--- src/rtl/memory_pkg.sv ---
// Shared types and constants for the parametrised single-port RAM.
// Provides the clear-sequencer state encoding and the read-during-write mode selectors.
// No ports; imported by the RAM top, its clear controller and the bench.
package memory_pkg;

  typedef enum logic {
    CLEAR = 1'b0,
    READY = 1'b1
  } state_t;

  // READ_MODE selectors: behaviour of a read and a write to the same word on one edge
  localparam int READ_FIRST  = 0;  // read returns the word as it was before the edge
  localparam int WRITE_FIRST = 1;  // read returns the data being written

endpackage

--- src/rtl/memory_module_param_if.sv ---
// Access bus of the parametrised RAM: request side (data/address/rE/wE) and response side.
// Response signals (dataOut, dataValid, busy, addrError) are all registered inside the RAM.
// master = requester (drives the request, samples the response); slave = the RAM.
interface memory_module_param_if #(
  parameter int DATA_WIDTH = 8,
  parameter int ADDR_WIDTH = 6
);

  logic [DATA_WIDTH-1:0] data;
  logic [ADDR_WIDTH-1:0] address;
  logic                  rE;
  logic                  wE;
  logic [DATA_WIDTH-1:0] dataOut;
  logic                  dataValid;
  logic                  busy;
  logic                  addrError;

  modport master (
    output data, address, rE, wE,
    input  dataOut, dataValid, busy, addrError
  );

  modport slave (
    input  data, address, rE, wE,
    output dataOut, dataValid, busy, addrError
  );

endinterface

--- src/rtl/mem_clear_ctrl.sv ---
// Post-reset clear sequencer: walks a pointer over every word so the top writes INIT_VALUE there.
// Ports: i_clk, i_rst_n (async active-low) in; o_busy, o_clr_we, o_clr_addr out.
// Latency: busy is high for exactly DEPTH rising edges after reset release, then READY until reset.
module mem_clear_ctrl
  import memory_pkg::*;
#(
  parameter int DEPTH = 32,
  parameter int PTR_W = (DEPTH > 1) ? $clog2(DEPTH) : 1
) (
  input  logic             i_clk,
  input  logic             i_rst_n,
  output logic             o_busy,
  output logic             o_clr_we,
  output logic [PTR_W-1:0] o_clr_addr
);

  state_t           r_state;
  logic [PTR_W-1:0] r_ptr;
  logic             r_busy;

  always_ff @(posedge i_clk or negedge i_rst_n) begin
    if (!i_rst_n) begin
      r_state <= CLEAR;
      r_ptr   <= '0;
      r_busy  <= 1'b1;
    end else begin
      case (r_state)
        CLEAR: begin
          // The edge that clears the last word is also the edge that leaves CLEAR.
          if (r_ptr == PTR_W'(DEPTH - 1)) begin
            r_state <= READY;
            r_busy  <= 1'b0;
            r_ptr   <= '0;
          end else begin
            r_ptr <= r_ptr + 1'b1;
          end
        end
        READY: begin
          r_state <= READY;
        end
        default: begin
          r_state <= CLEAR;
          r_ptr   <= '0;
          r_busy  <= 1'b1;
        end
      endcase
    end
  end

  assign o_busy     = r_busy;
  assign o_clr_we   = r_busy;   // busy coincides exactly with the CLEAR state
  assign o_clr_addr = r_ptr;

endmodule

--- src/rtl/memory_module_param.sv ---
// Parametrised single-port synchronous RAM with registered read data, valid strobe and range check.
// Ports: clock, reset (async active-low); bus (slave modport): data/address/rE/wE in,
//   dataOut/dataValid/busy/addrError out. Read latency 1 edge; no backpressure, rE/wE ignored while busy.
module memory_module_param
  import memory_pkg::*;
#(
  parameter int                    DATA_WIDTH = 8,
  parameter int                    ADDR_WIDTH = 6,
  parameter int                    DEPTH      = 32,
  parameter int                    READ_MODE  = READ_FIRST,
  parameter logic [DATA_WIDTH-1:0] INIT_VALUE = '0
) (
  input  logic                 clock,
  input  logic                 reset,
  memory_module_param_if.slave bus
);

  localparam int                  PTR_W    = (DEPTH > 1) ? $clog2(DEPTH) : 1;
  localparam logic [ADDR_WIDTH:0] LP_DEPTH = (ADDR_WIDTH + 1)'(DEPTH);

  logic [DATA_WIDTH-1:0] r_mem [DEPTH];
  logic [DATA_WIDTH-1:0] r_data_out;
  logic                  r_data_vld;
  logic                  r_addr_err;

  logic                  w_busy;
  logic                  w_clr_we;
  logic [PTR_W-1:0]      w_clr_addr;
  logic                  w_legal;
  logic                  w_ready;
  logic [PTR_W-1:0]      w_user_idx;
  logic                  w_user_we;
  logic                  w_user_re;
  logic                  w_mem_we;
  logic [PTR_W-1:0]      w_mem_idx;
  logic [DATA_WIDTH-1:0] w_mem_wdata;

  mem_clear_ctrl #(
    .DEPTH (DEPTH),
    .PTR_W (PTR_W)
  ) u_clear (
    .i_clk      (clock),
    .i_rst_n    (reset),
    .o_busy     (w_busy),
    .o_clr_we   (w_clr_we),
    .o_clr_addr (w_clr_addr)
  );

  // Extra MSB keeps the range check exact even when DEPTH == 2**ADDR_WIDTH.
  assign w_legal    = ({1'b0, bus.address} < LP_DEPTH);
  assign w_ready    = ~w_busy;
  assign w_user_idx = bus.address[PTR_W-1:0];
  assign w_user_we  = w_ready & bus.wE & w_legal;
  assign w_user_re  = w_ready & bus.rE & w_legal;

  // The clear sequencer owns the write port while busy; user requests are gated off then.
  assign w_mem_we    = w_clr_we | w_user_we;
  assign w_mem_idx   = w_clr_we ? w_clr_addr : w_user_idx;
  assign w_mem_wdata = w_clr_we ? INIT_VALUE : bus.data;

  // Storage has no reset; contents come from the clear sequence.
  always_ff @(posedge clock) begin
    if (w_mem_we) begin
      r_mem[w_mem_idx] <= w_mem_wdata;
    end
  end

  always_ff @(posedge clock or negedge reset) begin
    if (!reset) begin
      r_data_out <= '0;
      r_data_vld <= 1'b0;
      r_addr_err <= 1'b0;
    end else begin
      r_data_vld <= w_user_re;
      r_addr_err <= w_ready & (bus.rE | bus.wE) & ~w_legal;
      if (w_user_re) begin
        // Same-word read+write: write-first forwards the incoming data around the array.
        if (READ_MODE == WRITE_FIRST && bus.wE) begin
          r_data_out <= bus.data;
        end else begin
          r_data_out <= r_mem[w_user_idx];
        end
      end
    end
  end

  assign bus.dataOut   = r_data_out;
  assign bus.dataValid = r_data_vld;
  assign bus.busy      = w_busy;
  assign bus.addrError = r_addr_err;

endmodule

--- src/flat_wrapper.sv ---
// flat-port wrapper written by rule: the top's interface ports become plain ports
module memory_module_param_flat import memory_pkg::*;
#(
  parameter int                    DATA_WIDTH = 8,
  parameter int                    ADDR_WIDTH = 6,
  parameter int                    DEPTH      = 32,
  parameter int                    READ_MODE  = READ_FIRST,
  parameter logic [DATA_WIDTH-1:0] INIT_VALUE = '0
)
  (clock, reset, bus_data, bus_address, bus_rE, bus_wE, bus_dataOut, bus_dataValid, bus_busy, bus_addrError);
  memory_module_param_if #(.DATA_WIDTH(DATA_WIDTH), .ADDR_WIDTH(ADDR_WIDTH)) bus_i ();
  input  logic clock;
  input  logic reset;
  input wire logic [$bits(bus_i.data)-1:0] bus_data;
  input wire logic [$bits(bus_i.address)-1:0] bus_address;
  input wire logic [$bits(bus_i.rE)-1:0] bus_rE;
  input wire logic [$bits(bus_i.wE)-1:0] bus_wE;
  output wire logic [$bits(bus_i.dataOut)-1:0] bus_dataOut;
  output wire logic [$bits(bus_i.dataValid)-1:0] bus_dataValid;
  output wire logic [$bits(bus_i.busy)-1:0] bus_busy;
  output wire logic [$bits(bus_i.addrError)-1:0] bus_addrError;
  assign bus_i.data = bus_data;
  assign bus_i.address = bus_address;
  assign bus_i.rE = bus_rE;
  assign bus_i.wE = bus_wE;
  assign bus_dataOut = bus_i.dataOut;
  assign bus_dataValid = bus_i.dataValid;
  assign bus_busy = bus_i.busy;
  assign bus_addrError = bus_i.addrError;
  memory_module_param #(.DATA_WIDTH(DATA_WIDTH), .ADDR_WIDTH(ADDR_WIDTH), .DEPTH(DEPTH), .READ_MODE(READ_MODE), .INIT_VALUE(INIT_VALUE)) u_core (.clock(clock), .reset(reset), .bus(bus_i));
endmodule
--- config.mk ---
export PLATFORM = sky130hd
export DESIGN_NAME = memory_module_param_flat
export DESIGN_NICKNAME = d
export VERILOG_FILES = /design/src/rtl/memory_pkg.sv /design/src/rtl/memory_module_param_if.sv /design/src/rtl/mem_clear_ctrl.sv /design/src/rtl/memory_module_param.sv /design/src/flat_wrapper.sv
export SDC_FILE = /design/constraint.sdc
export NUM_CORES = 1
export LEC_CHECK = 0
export CORE_UTILIZATION = 55
export CTS_CLUSTER_SIZE = 24
export DETAILED_ROUTE_END_ITERATION = 6
export HOLD_SLACK_MARGIN = 0.08
export PLACE_DENSITY_LB_ADDON = 0.05
export RECOVER_POWER = 25
export SETUP_SLACK_MARGIN = 0.15
export SLEW_MARGIN = 20
export SYNTH_ARGS = -nofsm -noshare
export SYNTH_HDL_FRONTEND = slang
export SYNTH_SLANG_ARGS = --single-unit
--- constraint.sdc ---
create_clock -name clock -period 2.6 [get_ports clock]
set_input_delay 0.26 -clock clock [delete_from_list [all_inputs] [get_ports clock]]
set_output_delay 0.26 -clock clock [all_outputs]
set_load 0.02 [all_outputs]
==> results.py <==
metrics = {
    "floorplan": {
        "die_x_um": 144,
        "start_util": 0.566,
        "core_area_um2": 19600,
        "die_h_um": 144,
        "die-area_um2": 20700,
        "rows": 51,
        "ios": 29,
    },
    "power": {
        "combinationalPowerShare": 0.064,
        "powerDensity_nw_per_um2": 737,
        "p_leak_uw": 0.00470,
        "power.share.sequential": 0.509,
        "vdd_drop_max_v": 0.000580,
        "switching_share": 0.206,
        "switchingPower_uw": 1970,
        "p_clk_frac": 0.427,
        "p_int_uw": 7600,
    },
    "cells_and_area": {
        "drive_gt1_frac": 0.195,
        "design_area_um2": 13000,
        "area_growth_pct": 17.1,
        "final_cell_mix": "edfxtp_1 (256), mux2i_1 (130), buf_4 (57)",
        "fill_cells": 1374,
        "instances_no_fill": 1018,
        "insertedDiodeCount": 0,
        "layout_commonest_cell": "edfxtp_1",
        "fin_nets": 753,
    },
    "worst_setup_path": {
        "path_cells": "buf_4 > clkdlybuf4s50_1",
        "startpoint_type": "register",
        "path_delay_family": "buffers and inverters",
        "worstPathMaxFanout": 16,
        "cp_slowest_cell": "dfstp_4",
        "cp.arrival_ns": 2.09,
        "critPathRequiredTime_ns": 2.34,
        "slowest_delay_ns": 0.72,
        "end_kind": "primary output",
        "crit_buf_inv": 2,
        "worstSetupPathType": "reg2out",
    },
    "detailed_routing": {
        "ant_nets": 0,
        "drc": 0,
        "avgViaCountPerCell": 5.86,
        "first_pass_iters": 5,
        "wl_per_cell_um": 24.3,
        "num_vias": 5962,
        "wirelength_um": 24800,
        "drt_iter0_markers": 535,
    },
    "placement": {
        "gp_congestion": 0.838,
        "placed_area_um2": 12000,
        "hpwl_um": 15800,
        "io_buffers": 28,
        "dp.cells": 967,
        "pre_cts_ws_ns": 0.138,
    },
    "logic_synthesis": {
        "synth_top_family_by_area": "multiplexers",
        "syn_avg_cell_area_um2": 17.3,
        "synth_compound_area_frac": 0.0837,
        "postSynthCellCount": 640,
        "synth-seq-cells": 273,
        "synthMuxAreaShare": 0.122,
        "synthXorXnorAreaFrac": 0,
        "ys_types": 35,
        "synth_nets": 661,
        "syn_area_um2": 11100,
        "synthAdderAreaFrac": 0.00339,
        "yosysSeqAreaShare": 0.732,
        "yosysWarnings": 0,
        "synthSimpleGateAreaFrac": 0.0323,
    },
    "cts": {
        "numCtsBuffers": 28,
        "ctsHoldBuffers": 0,
        "root_buffer": "clkbuf_16",
        "cts_tree": "done",
        "clockBufferDepth": 3,
        "cts_sinks": 273,
        "clock_latency_ns": 0.54,
        "clk_pin_slew_ns": 0.06,
        "h-tree-depth": 1,
    },
    "timing": {
        "rsz0062_at_grt": "no",
        "hold_violations": 0,
        "post-route-period-util": 0.904,
        "slew_headroom": 0.424,
        "skew_ns": 0.0122,
        "timing.final.crit_period_ns": 2.35,
        "setup_violations": 0,
        "drv_slew": 0,
        "timing.fmax_mhz": 425,
        "tightest_slew_ns": 0.865,
        "setup_ws_ns": 0.249,
        "fin_setup_tns_ns": 0,
    },
    "global_routing": {
        "gr-usage-all-layers": 0.250,
        "first_global_vias": 5955,
        "grt_max_degree": 33,
        "overflow": 0,
        "grt_pass1_wl_um": 36500,
        "antenna_found_initial": 0,
    },
    "hold_path": {
        "hold_path_class": "in2async",
    },
    "run_status": {
        "outcome": "completed",
    },
    "flow_run": {
        "cap_violations": 0,
    },
}
[synth_stat cells]
master / count / share of area
nand3b_1: 1 / 0.00068
dfstp_2: 1 / 0.0024
a21oi_1: 17 / 0.0077
a221oi_1: 5 / 0.0040
nand3_1: 1 / 0.00045
o211a_1: 1 / 0.00090
o21ai_0: 5 / 0.0023
buf_4: 4 / 0.0027
or4b_2: 1 / 0.00090
mux2_2: 5 / 0.0051
a31oi_1: 1 / 0.00056
edfxtp_1: 256 / 0.69
nor2b_1: 10 / 0.0056
ha_1: 3 / 0.0034
a22oi_1: 32 / 0.022
o31ai_1: 1 / 0.00068
o22ai_1: 12 / 0.0068
buf_6: 7 / 0.0071
o41ai_2: 8 / 0.012
clkbuf_1: 12 / 0.0041
nand2b_1: 3 / 0.0017
mux2i_1: 130 / 0.12
buf_1: 1 / 0.00034
and2_1: 1 / 0.00056
a221oi_2: 11 / 0.015
buf_12: 4 / 0.0072
buf_2: 6 / 0.0027
nand2_1: 25 / 0.0085
and3_1: 1 / 0.00056
nor2_1: 36 / 0.012
clkbuf_4: 1 / 0.00068
dfrtp_1: 16 / 0.036
inv_1: 4 / 0.0014
or2_2: 2 / 0.0011
a22o_1: 16 / 0.013
[power groups by stage]
stage	logic (uW)	clock network [uW]	registers, uW
final	610	4090	4870
after global routing	645	4330	4870
after CTS	616	4140	4870
after detailed placement	614	0	4960
after global placement	605	0	4960
after floorplan	341	0	4980
[layout make-up]
cell class | count | area [um^2] | area share
sequential | 273 | 8120 | 0.625
multi-input combinational | 328 | 2700 | 0.208
timing repair buffer | 97 | 860 | 0.0662
clock buffer | 31 | 733 | 0.0565
tap | 265 | 332 | 0.0255
clock inverter | 20 | 223 | 0.0172
inverter | 4 | 15.0 | 0.00116
[registers in the layout, summed over array words and instances (netlist names)]
| name | cells |
|---|---|
| u_core.r_mem | 256 |
| u_core.u_clear.r_state | 1 |
| u_core.bus.dataValid | 1 |
| u_core.u_clear.o_busy | 1 |
| u_core.bus.addrError | 1 |
| u_core.u_clear.o_clr_addr | 5 |
| u_core.bus.dataOut | 8 |
[stage by stage]
stage	hold WS, ns	power [uW]	utilization
after global routing	0.350	9850	0.663
after detailed placement	0.471	5570	0.615
after floorplan	-0.0356	5320	-
after CTS	0.224	9630	0.664
final	0.269	9570	0.663
after global placement	0.472	5560	0.615
[metal layers]
metal | routed length (um) | GRT usage | up-vias
met4 | 534 | 0.0655 | 0
met5 | 0 | 0 | -
met3 | 1450 | 0.0411 | 35
met1 | 10400 | 0.333 | 3011
li1 | - | - | 2736
met2 | 12400 | 0.427 | 180
[final timing paths]
path,cells past startpoint,start,endpoint,slack [ns]
worst max-delay path,2,u_core.u_clear.o_busy,bus_busy,0.25
worst min-delay path,1,reset,u_core.u_clear.o_clr_addr[0],0.27
worst max register to register,6,u_core.u_clear.o_busy,u_core.r_mem[16][4],0.31
min in group clock,2,bus_address[5],u_core.bus.addrError,0.36
worst min register to register,2,u_core.bus.dataOut[7],u_core.bus.dataOut[7],0.49
max in group asynchronous,1,reset,u_core.bus.dataValid,1.81
[cells by family (layout without fill, tap and decap cells)]
family / Yosys count / in the layout
fa+ha+maj: 3 / 3
buf+inv: 39 / 152
simple gates: 81 / 81
flops: 273 / 273
mux: 135 / 135
compound gates: 109 / 109
[what timing repair did]
| action | in CTS | in global routing |
|---|---|---|
| setup buffers | 0 | 0 |
| endpoints found under the setup margin | 0 | 1 |
| gates resized for setup | 0 | 1 |
Note: power is estimated with default switching activity, not from simulation.
